$ cat config.mk
export PLATFORM = sky130hd
export DESIGN_NAME = dcache_port_arbiter_flat
export DESIGN_NICKNAME = d
export VERILOG_FILES = /design/src/rtl/dcache_port_arbiter_if.sv /design/src/rtl/dcache_port_arbiter.sv /design/src/flat_wrapper.sv
export SDC_FILE = /design/constraint.sdc
export NUM_CORES = 1
export LEC_CHECK = 0
export ABC_AREA = 0
export CAP_MARGIN = 20
export CORE_MARGIN = 2
export CORE_UTILIZATION = 30
export CTS_CLUSTER_SIZE = 28
export DETAILED_ROUTE_END_ITERATION = 6
export GPL_TIMING_DRIVEN = 0
export PLACE_DENSITY = 0.57
export REMOVE_ABC_BUFFERS = 1
export SETUP_SLACK_MARGIN = 0.1
export SLEW_MARGIN = 0
export SYNTH_ARGS = -nofsm -noshare
export SYNTH_HDL_FRONTEND = slang
export SYNTH_SLANG_ARGS = --single-unit
$ cat constraint.sdc
create_clock -name clk -period 3.65 [get_ports clk]
set_clock_uncertainty 0.2 [all_clocks]
set_input_delay 1.095 -clock clk [delete_from_list [all_inputs] [get_ports clk]]
set_output_delay 1.095 -clock clk [all_outputs]
set_load 0.02 [all_outputs]
$ cat src/rtl/dcache_port_arbiter_if.sv
// Bundle of the load/store request, D-cache request/response and completion
// signals shared between the LSU-side environment and dcache_port_arbiter.
interface dcache_port_arbiter_if #(
    parameter int LDQ_ENTRIES     = 8,
    parameter int SDQ_ENTRIES     = 8,
    parameter int MAX_OUTSTANDING = 4
);
    localparam int LDQ_IDX_W = $clog2(LDQ_ENTRIES);
    localparam int SDQ_IDX_W = $clog2(SDQ_ENTRIES);
    localparam int TAG_W     = $clog2(MAX_OUTSTANDING);

    logic                 ld_req_vld;
    logic [LDQ_IDX_W-1:0] ld_req_ldq_idx;
    logic [31:0]          ld_req_addr;
    logic                 ld_req_rdy;
    logic                 st_req_vld;
    logic [SDQ_IDX_W-1:0] st_req_sdq_idx;
    logic [31:0]          st_req_addr;
    logic [31:0]          st_req_wdata;
    logic [3:0]           st_req_be;
    logic                 st_req_rdy;
    logic                 sdq_almost_full;
    logic                 flush;
    logic                 dc_req_vld;
    logic                 dc_req_we;
    logic [31:0]          dc_req_addr;
    logic [31:0]          dc_req_wdata;
    logic [3:0]           dc_req_be;
    logic [TAG_W-1:0]     dc_req_tag;
    logic                 dc_req_rdy;
    logic                 dc_rsp_vld;
    logic [TAG_W-1:0]     dc_rsp_tag;
    logic                 ld_done_vld;
    logic [LDQ_IDX_W-1:0] ld_done_ldq_idx;
    logic                 st_done_vld;
    logic [SDQ_IDX_W-1:0] st_done_sdq_idx;

    // Environment side: LDQ/SDQ issue logic plus the D-cache itself.
    modport master (
        output ld_req_vld, ld_req_ldq_idx, ld_req_addr,
        output st_req_vld, st_req_sdq_idx, st_req_addr, st_req_wdata, st_req_be,
        output sdq_almost_full, flush, dc_req_rdy, dc_rsp_vld, dc_rsp_tag,
        input  ld_req_rdy, st_req_rdy,
        input  dc_req_vld, dc_req_we, dc_req_addr, dc_req_wdata, dc_req_be, dc_req_tag,
        input  ld_done_vld, ld_done_ldq_idx, st_done_vld, st_done_sdq_idx
    );

    // Arbiter side.
    modport slave (
        input  ld_req_vld, ld_req_ldq_idx, ld_req_addr,
        input  st_req_vld, st_req_sdq_idx, st_req_addr, st_req_wdata, st_req_be,
        input  sdq_almost_full, flush, dc_req_rdy, dc_rsp_vld, dc_rsp_tag,
        output ld_req_rdy, st_req_rdy,
        output dc_req_vld, dc_req_we, dc_req_addr, dc_req_wdata, dc_req_be, dc_req_tag,
        output ld_done_vld, ld_done_ldq_idx, st_done_vld, st_done_sdq_idx
    );
endinterface

$ cat src/rtl/dcache_port_arbiter.sv
// Shares the single D-cache request port between load issue and store drain.
// Each granted op is tagged with the lowest free in-flight slot; responses are
// routed back by tag as load-complete or store-done. Loads alive at a flush are
// marked killed and complete silently.
module dcache_port_arbiter #(
    parameter int LDQ_ENTRIES     = 8,
    parameter int SDQ_ENTRIES     = 8,
    parameter int MAX_OUTSTANDING = 4,
    parameter int STARVE_LIMIT    = 4
) (
    input  logic                 clk,
    input  logic                 rst_n,
    dcache_port_arbiter_if.slave bus
);
    localparam int LDQ_IDX_W = $clog2(LDQ_ENTRIES);
    localparam int SDQ_IDX_W = $clog2(SDQ_ENTRIES);
    localparam int TAG_W     = $clog2(MAX_OUTSTANDING);
    localparam int IDX_W     = (LDQ_IDX_W > SDQ_IDX_W) ? LDQ_IDX_W : SDQ_IDX_W;
    localparam int CNT_W     = $clog2(STARVE_LIMIT + 1);

    // In-flight tag table
    logic [MAX_OUTSTANDING-1:0] busy_r;
    logic [MAX_OUTSTANDING-1:0] we_r;
    logic [MAX_OUTSTANDING-1:0] killed_r;
    logic [IDX_W-1:0]           idx_r [MAX_OUTSTANDING];

    logic [CNT_W-1:0] starve_cnt_r;

    // Output request register
    logic             dc_req_vld_r;
    logic             dc_req_we_r;
    logic [31:0]      dc_req_addr_r;
    logic [31:0]      dc_req_wdata_r;
    logic [3:0]       dc_req_be_r;
    logic [TAG_W-1:0] dc_req_tag_r;

    logic                 ld_done_vld_r;
    logic [LDQ_IDX_W-1:0] ld_done_idx_r;
    logic                 st_done_vld_r;
    logic [SDQ_IDX_W-1:0] st_done_idx_r;

    logic             can_take_s;
    logic             store_first_s;
    logic             grant_ld_s;
    logic             grant_st_s;
    logic [TAG_W-1:0] alloc_tag_s;
    logic             rsp_hit_s;
    logic             rsp_we_s;
    logic             rsp_killed_s;
    logic [IDX_W-1:0] rsp_idx_s;

    // Lowest-numbered idle slot; only meaningful when at least one is idle.
    function automatic logic [TAG_W-1:0] lowest_free(input logic [MAX_OUTSTANDING-1:0] busy);
        logic [TAG_W-1:0] slot;
        slot = '0;
        for (int i = MAX_OUTSTANDING - 1; i >= 0; i--) begin
            if (!busy[i]) begin
                slot = TAG_W'(i);
            end
        end
        return slot;
    endfunction

    // Arbitration, tag allocation and response lookup. Allocation looks at the
    // table before this cycle's response frees a slot.
    always_comb begin
        can_take_s    = (!dc_req_vld_r || bus.dc_req_rdy) && !(&busy_r);
        store_first_s = bus.sdq_almost_full || (starve_cnt_r == CNT_W'(STARVE_LIMIT));
        grant_st_s    = 1'b0;
        grant_ld_s    = 1'b0;
        if (can_take_s && bus.st_req_vld && (store_first_s || !bus.ld_req_vld)) begin
            grant_st_s = 1'b1;
        end else if (can_take_s && bus.ld_req_vld) begin
            grant_ld_s = 1'b1;
        end else begin
            grant_st_s = 1'b0;
            grant_ld_s = 1'b0;
        end
        alloc_tag_s  = lowest_free(busy_r);
        rsp_hit_s    = bus.dc_rsp_vld && busy_r[bus.dc_rsp_tag];
        rsp_we_s     = we_r[bus.dc_rsp_tag];
        rsp_killed_s = killed_r[bus.dc_rsp_tag];
        rsp_idx_s    = idx_r[bus.dc_rsp_tag];
    end

    assign bus.ld_req_rdy      = grant_ld_s;
    assign bus.st_req_rdy      = grant_st_s;
    assign bus.dc_req_vld      = dc_req_vld_r;
    assign bus.dc_req_we       = dc_req_we_r;
    assign bus.dc_req_addr     = dc_req_addr_r;
    assign bus.dc_req_wdata    = dc_req_wdata_r;
    assign bus.dc_req_be       = dc_req_be_r;
    assign bus.dc_req_tag      = dc_req_tag_r;
    assign bus.ld_done_vld     = ld_done_vld_r;
    assign bus.ld_done_ldq_idx = ld_done_idx_r;
    assign bus.st_done_vld     = st_done_vld_r;
    assign bus.st_done_sdq_idx = st_done_idx_r;

    // Output register: load on grant, hold until the D-cache accepts.
    always_ff @(posedge clk or negedge rst_n) begin
        if (!rst_n) begin
            dc_req_vld_r   <= 1'b0;
            dc_req_we_r    <= 1'b0;
            dc_req_addr_r  <= 32'h0;
            dc_req_wdata_r <= 32'h0;
            dc_req_be_r    <= 4'h0;
            dc_req_tag_r   <= '0;
        end else if (grant_st_s) begin
            dc_req_vld_r   <= 1'b1;
            dc_req_we_r    <= 1'b1;
            dc_req_addr_r  <= bus.st_req_addr;
            dc_req_wdata_r <= bus.st_req_wdata;
            dc_req_be_r    <= bus.st_req_be;
            dc_req_tag_r   <= alloc_tag_s;
        end else if (grant_ld_s) begin
            dc_req_vld_r   <= 1'b1;
            dc_req_we_r    <= 1'b0;
            dc_req_addr_r  <= bus.ld_req_addr;
            dc_req_wdata_r <= 32'h0;
            dc_req_be_r    <= 4'hF;
            dc_req_tag_r   <= alloc_tag_s;
        end else if (bus.dc_req_rdy) begin
            dc_req_vld_r <= 1'b0;
        end
    end

    // Tag table: free on response, fill on grant, mark busy loads killed on flush.
    always_ff @(posedge clk or negedge rst_n) begin
        if (!rst_n) begin
            busy_r   <= '0;
            we_r     <= '0;
            killed_r <= '0;
            for (int i = 0; i < MAX_OUTSTANDING; i++) begin
                idx_r[i] <= '0;
            end
        end else begin
            for (int i = 0; i < MAX_OUTSTANDING; i++) begin
                if (rsp_hit_s && (bus.dc_rsp_tag == TAG_W'(i))) begin
                    busy_r[i] <= 1'b0;
                end else if ((grant_st_s || grant_ld_s) && (alloc_tag_s == TAG_W'(i))) begin
                    busy_r[i]   <= 1'b1;
                    we_r[i]     <= grant_st_s;
                    killed_r[i] <= grant_ld_s && bus.flush;
                    idx_r[i]    <= grant_st_s ? IDX_W'(bus.st_req_sdq_idx) : IDX_W'(bus.ld_req_ldq_idx);
                end else if (bus.flush && busy_r[i] && !we_r[i]) begin
                    killed_r[i] <= 1'b1;
                end
            end
        end
    end

    // Completion pulses, one cycle after the response.
    always_ff @(posedge clk or negedge rst_n) begin
        if (!rst_n) begin
            ld_done_vld_r <= 1'b0;
            ld_done_idx_r <= '0;
            st_done_vld_r <= 1'b0;
            st_done_idx_r <= '0;
        end else begin
            ld_done_vld_r <= rsp_hit_s && !rsp_we_s && !rsp_killed_s;
            ld_done_idx_r <= rsp_idx_s[LDQ_IDX_W-1:0];
            st_done_vld_r <= rsp_hit_s && rsp_we_s;
            st_done_idx_r <= rsp_idx_s[SDQ_IDX_W-1:0];
        end
    end

    // Store starvation counter: counts load grants that bypassed a waiting store.
    always_ff @(posedge clk or negedge rst_n) begin
        if (!rst_n) begin
            starve_cnt_r <= '0;
        end else if (grant_st_s || !bus.st_req_vld) begin
            starve_cnt_r <= '0;
        end else if (grant_ld_s && (starve_cnt_r != CNT_W'(STARVE_LIMIT))) begin
            starve_cnt_r <= starve_cnt_r + CNT_W'(1);
        end
    end
endmodule

$ cat src/flat_wrapper.sv
// flat-port wrapper written by rule: the top's interface ports become plain ports
module dcache_port_arbiter_flat 
#(
    parameter int LDQ_ENTRIES     = 8,
    parameter int SDQ_ENTRIES     = 8,
    parameter int MAX_OUTSTANDING = 4,
    parameter int STARVE_LIMIT    = 4
)
  (clk, rst_n, bus_ld_req_vld, bus_ld_req_ldq_idx, bus_ld_req_addr, bus_st_req_vld, bus_st_req_sdq_idx, bus_st_req_addr, bus_st_req_wdata, bus_st_req_be, bus_sdq_almost_full, bus_flush, bus_dc_req_rdy, bus_dc_rsp_vld, bus_dc_rsp_tag, bus_ld_req_rdy, bus_st_req_rdy, bus_dc_req_vld, bus_dc_req_we, bus_dc_req_addr, bus_dc_req_wdata, bus_dc_req_be, bus_dc_req_tag, bus_ld_done_vld, bus_ld_done_ldq_idx, bus_st_done_vld, bus_st_done_sdq_idx);
  dcache_port_arbiter_if #(.LDQ_ENTRIES(LDQ_ENTRIES), .SDQ_ENTRIES(SDQ_ENTRIES), .MAX_OUTSTANDING(MAX_OUTSTANDING)) bus_i ();
  input  logic clk;
  input  logic rst_n;
  input wire logic [$bits(bus_i.ld_req_vld)-1:0] bus_ld_req_vld;
  input wire logic [$bits(bus_i.ld_req_ldq_idx)-1:0] bus_ld_req_ldq_idx;
  input wire logic [$bits(bus_i.ld_req_addr)-1:0] bus_ld_req_addr;
  input wire logic [$bits(bus_i.st_req_vld)-1:0] bus_st_req_vld;
  input wire logic [$bits(bus_i.st_req_sdq_idx)-1:0] bus_st_req_sdq_idx;
  input wire logic [$bits(bus_i.st_req_addr)-1:0] bus_st_req_addr;
  input wire logic [$bits(bus_i.st_req_wdata)-1:0] bus_st_req_wdata;
  input wire logic [$bits(bus_i.st_req_be)-1:0] bus_st_req_be;
  input wire logic [$bits(bus_i.sdq_almost_full)-1:0] bus_sdq_almost_full;
  input wire logic [$bits(bus_i.flush)-1:0] bus_flush;
  input wire logic [$bits(bus_i.dc_req_rdy)-1:0] bus_dc_req_rdy;
  input wire logic [$bits(bus_i.dc_rsp_vld)-1:0] bus_dc_rsp_vld;
  input wire logic [$bits(bus_i.dc_rsp_tag)-1:0] bus_dc_rsp_tag;
  output wire logic [$bits(bus_i.ld_req_rdy)-1:0] bus_ld_req_rdy;
  output wire logic [$bits(bus_i.st_req_rdy)-1:0] bus_st_req_rdy;
  output wire logic [$bits(bus_i.dc_req_vld)-1:0] bus_dc_req_vld;
  output wire logic [$bits(bus_i.dc_req_we)-1:0] bus_dc_req_we;
  output wire logic [$bits(bus_i.dc_req_addr)-1:0] bus_dc_req_addr;
  output wire logic [$bits(bus_i.dc_req_wdata)-1:0] bus_dc_req_wdata;
  output wire logic [$bits(bus_i.dc_req_be)-1:0] bus_dc_req_be;
  output wire logic [$bits(bus_i.dc_req_tag)-1:0] bus_dc_req_tag;
  output wire logic [$bits(bus_i.ld_done_vld)-1:0] bus_ld_done_vld;
  output wire logic [$bits(bus_i.ld_done_ldq_idx)-1:0] bus_ld_done_ldq_idx;
  output wire logic [$bits(bus_i.st_done_vld)-1:0] bus_st_done_vld;
  output wire logic [$bits(bus_i.st_done_sdq_idx)-1:0] bus_st_done_sdq_idx;
  assign bus_i.ld_req_vld = bus_ld_req_vld;
  assign bus_i.ld_req_ldq_idx = bus_ld_req_ldq_idx;
  assign bus_i.ld_req_addr = bus_ld_req_addr;
  assign bus_i.st_req_vld = bus_st_req_vld;
  assign bus_i.st_req_sdq_idx = bus_st_req_sdq_idx;
  assign bus_i.st_req_addr = bus_st_req_addr;
  assign bus_i.st_req_wdata = bus_st_req_wdata;
  assign bus_i.st_req_be = bus_st_req_be;
  assign bus_i.sdq_almost_full = bus_sdq_almost_full;
  assign bus_i.flush = bus_flush;
  assign bus_i.dc_req_rdy = bus_dc_req_rdy;
  assign bus_i.dc_rsp_vld = bus_dc_rsp_vld;
  assign bus_i.dc_rsp_tag = bus_dc_rsp_tag;
  assign bus_ld_req_rdy = bus_i.ld_req_rdy;
  assign bus_st_req_rdy = bus_i.st_req_rdy;
  assign bus_dc_req_vld = bus_i.dc_req_vld;
  assign bus_dc_req_we = bus_i.dc_req_we;
  assign bus_dc_req_addr = bus_i.dc_req_addr;
  assign bus_dc_req_wdata = bus_i.dc_req_wdata;
  assign bus_dc_req_be = bus_i.dc_req_be;
  assign bus_dc_req_tag = bus_i.dc_req_tag;
  assign bus_ld_done_vld = bus_i.ld_done_vld;
  assign bus_ld_done_ldq_idx = bus_i.ld_done_ldq_idx;
  assign bus_st_done_vld = bus_i.st_done_vld;
  assign bus_st_done_sdq_idx = bus_i.st_done_sdq_idx;
  dcache_port_arbiter #(.LDQ_ENTRIES(LDQ_ENTRIES), .SDQ_ENTRIES(SDQ_ENTRIES), .MAX_OUTSTANDING(MAX_OUTSTANDING), .STARVE_LIMIT(STARVE_LIMIT)) u_core (.clk(clk), .rst_n(rst_n), .bus(bus_i));
endmodule
==> results.cfg <==
[floorplan]
io_pins = 198
initial_core_util = 0.304
core.rowCount = 45
die-area_um2 = 16300
core_area_um2 = 15100
die_w_um = 128
fp.dieH_um = 128

[setup_path]
critical_path_class = in -> out
critical_path.cell_chain = clkdlybuf4s50_1 -> or2b_4 -> o2111ai_2 -> inv_2 -> buf_2
critical_path.max_stage_delay_ns = 0.49
reg2reg_to = u_core.idx_r[7]
r2r_setup_slack_ns = 1.16
cp_max_fo = 4
cp.arrival_ns = 2.21
reg2reg_depth = 8
cp.required_ns = 2.35
cp_slowest_cell = clkdlybuf4s50_1
cp-startpoint = bus_dc_req_rdy
rr_startpoint = u_core.starve_cnt_r[0]
start_kind = input pin
end_kind = primary output

[logic_synthesis]
synth-seq-area-share = 0.568
ys_ff_latch = 104
synth_top_area_share = 0.568
syn_avg_cell_area_um2 = 12.0
syn_area_um2 = 4580
synth_area_leaders = dfrtp_1, mux2i_1, a22o_1, nand2_1, mux4_2
yosys.area.top_type = dfrtp_1
syn_inst = 381
ys_warn_count = 0
synth_cell_types = 46

[global_routing]
overflow = 0
grt_use_total = 0.156
grt_start_max_net_pins = 79
grt_pass1_vias = 3852
antenna_found_initial = 0
grt_pass1_wl_mm = 19.8

[worst_hold_path]
hold_end = u_core.bus.dc_req_addr[0]
worstHoldStart = u_core.bus.dc_req_addr[0]
hold_class = reg -> reg
hold-path-cell-count = 2

[job]
cap_violations = 0

[final_layout]
layout_commonest_cell = clkdlybuf4s50_1
area_delta_synth_final_pct = 54.9
stdcell_area_um2 = 7100
postLayoutCoreUtil = 0.471
instances_no_fill = 766
antenna_cells = 0
drive_above_1_share = 0.100
mostFrequentLayoutCells = clkdlybuf4s50_1, dfrtp_1, nand2_1
fin_nets = 692

[clocking]
clock_latency_ns = 0.35
root_buffer = clkbuf_16
ctsHoldBuffers = 0
htreeDepth = 3
cts_sinks = 104
cts_made_buffers = 9
clk_pin_slew_worst_paths_ns = 0.07
cts_tree = done
cts_buffer_depth = 2

[sta]
relSlewSlack = 0.422
hold_viol = 0
drv_slew = 0
post-route-period-util = 0.961
final.setup.tns_ns = 0
worst_pin_slew_ns = 0.866
setup_violations = 0
rsz0062_at_grt = no
fin_crit_ns = 3.51
fmax_ghz = 0.285

[placed_design]
placement.io_buffers = 197
postPlaceCellArea_um2 = 6700
dp.cells = 744
dpl.hpwl_mm = 8.78
gp_congestion = 0.778

[route]
wl_per_cell_um = 15.9
drc = 0
first_pass_iters = 4
final_antenna_net_count = 0
routed_wl_mm = 12.1
viasPerCell = 4.78
vias = 3658
drt_iter0_markers = 169

[power_and_ir_drop]
power_frac_clock = 0.211
ir_drop_mv = 0.282
p_leak_nw = 3.02
powerDensity_nw_per_um2 = 731
swShare = 0.354
p_int_mw = 3.35
finalPower_mw = 5.19
share_comb_of_total_power = 0.429
pwr-share-seq = 0.360
power.switching_mw = 1.83

[outcome]
status = complete, no violations
==> layer usage <==
layer  up-vias  part of all wire  track usage
met5         -                 0            0
met4         0             0.018       0.0614
met3        14             0.073       0.0507
met2       127              0.48        0.255
met1      1764              0.42        0.192
li1       1753                 -            -
==> power by group through the flow <==
stage               Combinational, mW  Sequential [mW]  Clock [mW]
finish                           2.23             1.87        1.10
global route                     2.41             1.93        1.17
CTS                              2.25             1.87        1.13
detailed placement               2.22             1.89           0
global placement                 2.19             1.87           0
floorplan                       0.761             2.25           0
==> registers in the layout, summed over array words and instances, names as in the netlist <==
name	count
u_core.bus.dc_req_addr	32
u_core.bus.dc_req_wdata	32
u_core.idx_r	12
u_core.bus.dc_req_be	4
u_core.busy_r	4
u_core.killed_r	4
u_core.we_r	4
u_core.bus.ld_done_ldq_idx	3
u_core.starve_cnt_r	3
u_core.bus.dc_req_tag	2
u_core.bus.dc_req_vld	1
u_core.bus.dc_req_we	1
u_core.bus.ld_done_vld	1
u_core.bus.st_done_vld	1
==> synthesized netlist by cell type, drive strengths merged <==
cell type and instances:
a211oi 1, a21o 2, a21oi 14, a22o 35, a22oi 2, and3 1, and4 1, buf 24
clkbuf 2, dfrtp 104, ha 2, inv 13, mux2 1, mux2i 39, mux4 6, nand2 48
nand2b 2, nand3 1, nand4 3, nand4b 1, nor2 15, nor2b 1, nor3 2, nor4 2
o2111ai 2, o211ai 1, o21ai 41, o22a 4, o22ai 4, o31ai 1, or2 1, or2b 1
or3 2, or4 1, xnor2 1
==> cell families (layout without fill, tap and decap cells) <==
family | Yosys count | count (layout) | synth area share
fa+ha+maj | 2 | 2 | 0.00546
compound gates | 107 | 107 | 0.169
simple gates | 82 | 82 | 0.0871
mux | 46 | 46 | 0.118
xor+xnor | 1 | 1 | 0.00191
flops | 104 | 104 | 0.568
buf+inv | 39 | 236 | 0.0505
==> cell type report <==
class | count | area, um^2
clock inverters | 5 | 106
fillers | 1431 | 7990
well taps | 188 | 235
repair inverters | 1 | 6.26
inverters | 13 | 56.3
clock buffers | 10 | 229
multi-input cells | 238 | 1780
repair buffers | 207 | 2090
flip-flops and latches | 104 | 2600
==> worst max-delay path by stage <==
stage / endpoint / slack (ns) / cells past startpoint
finish: bus_ld_req_rdy / 0.14 / 5
global route: bus_ld_req_rdy / 0.1 / 5
CTS: bus_ld_req_rdy / 0.14 / 5
detailed placement: bus_st_req_rdy / -1.27 / 5
global placement: u_core.bus.dc_req_wdata[10] / -2.69 / 1
floorplan: u_core.bus.dc_req_wdata[0] / -0.44 / 3
==> metrics by stage <==
step           worst slack [ns]  hold WS (ns)
2_1_floorplan            -0.441         0.264
3_3_place_gp              -2.69         0.261
3_5_place_dp              -1.27         0.270
4_1_cts                   0.143         0.285
5_1_grt                  0.0989         0.310
6_report                  0.143         0.277
==> critical path: cells and delay by family <==
kind                   cells  cell delay (ns)
AO/OA/AOI/OAI              1             0.18
buffers and inverters      3             0.77
AND/OR/NAND/NOR            1             0.16
==> what timing repair did <==
item,4_1_cts,5_1_grt
gates resized for setup,18,0
buffers inserted,5,1
gates cloned,1,0
pin swaps,1,0
setup endpoints to repair,2,1
No activity file was read; power rests on OpenSTA's default activity.
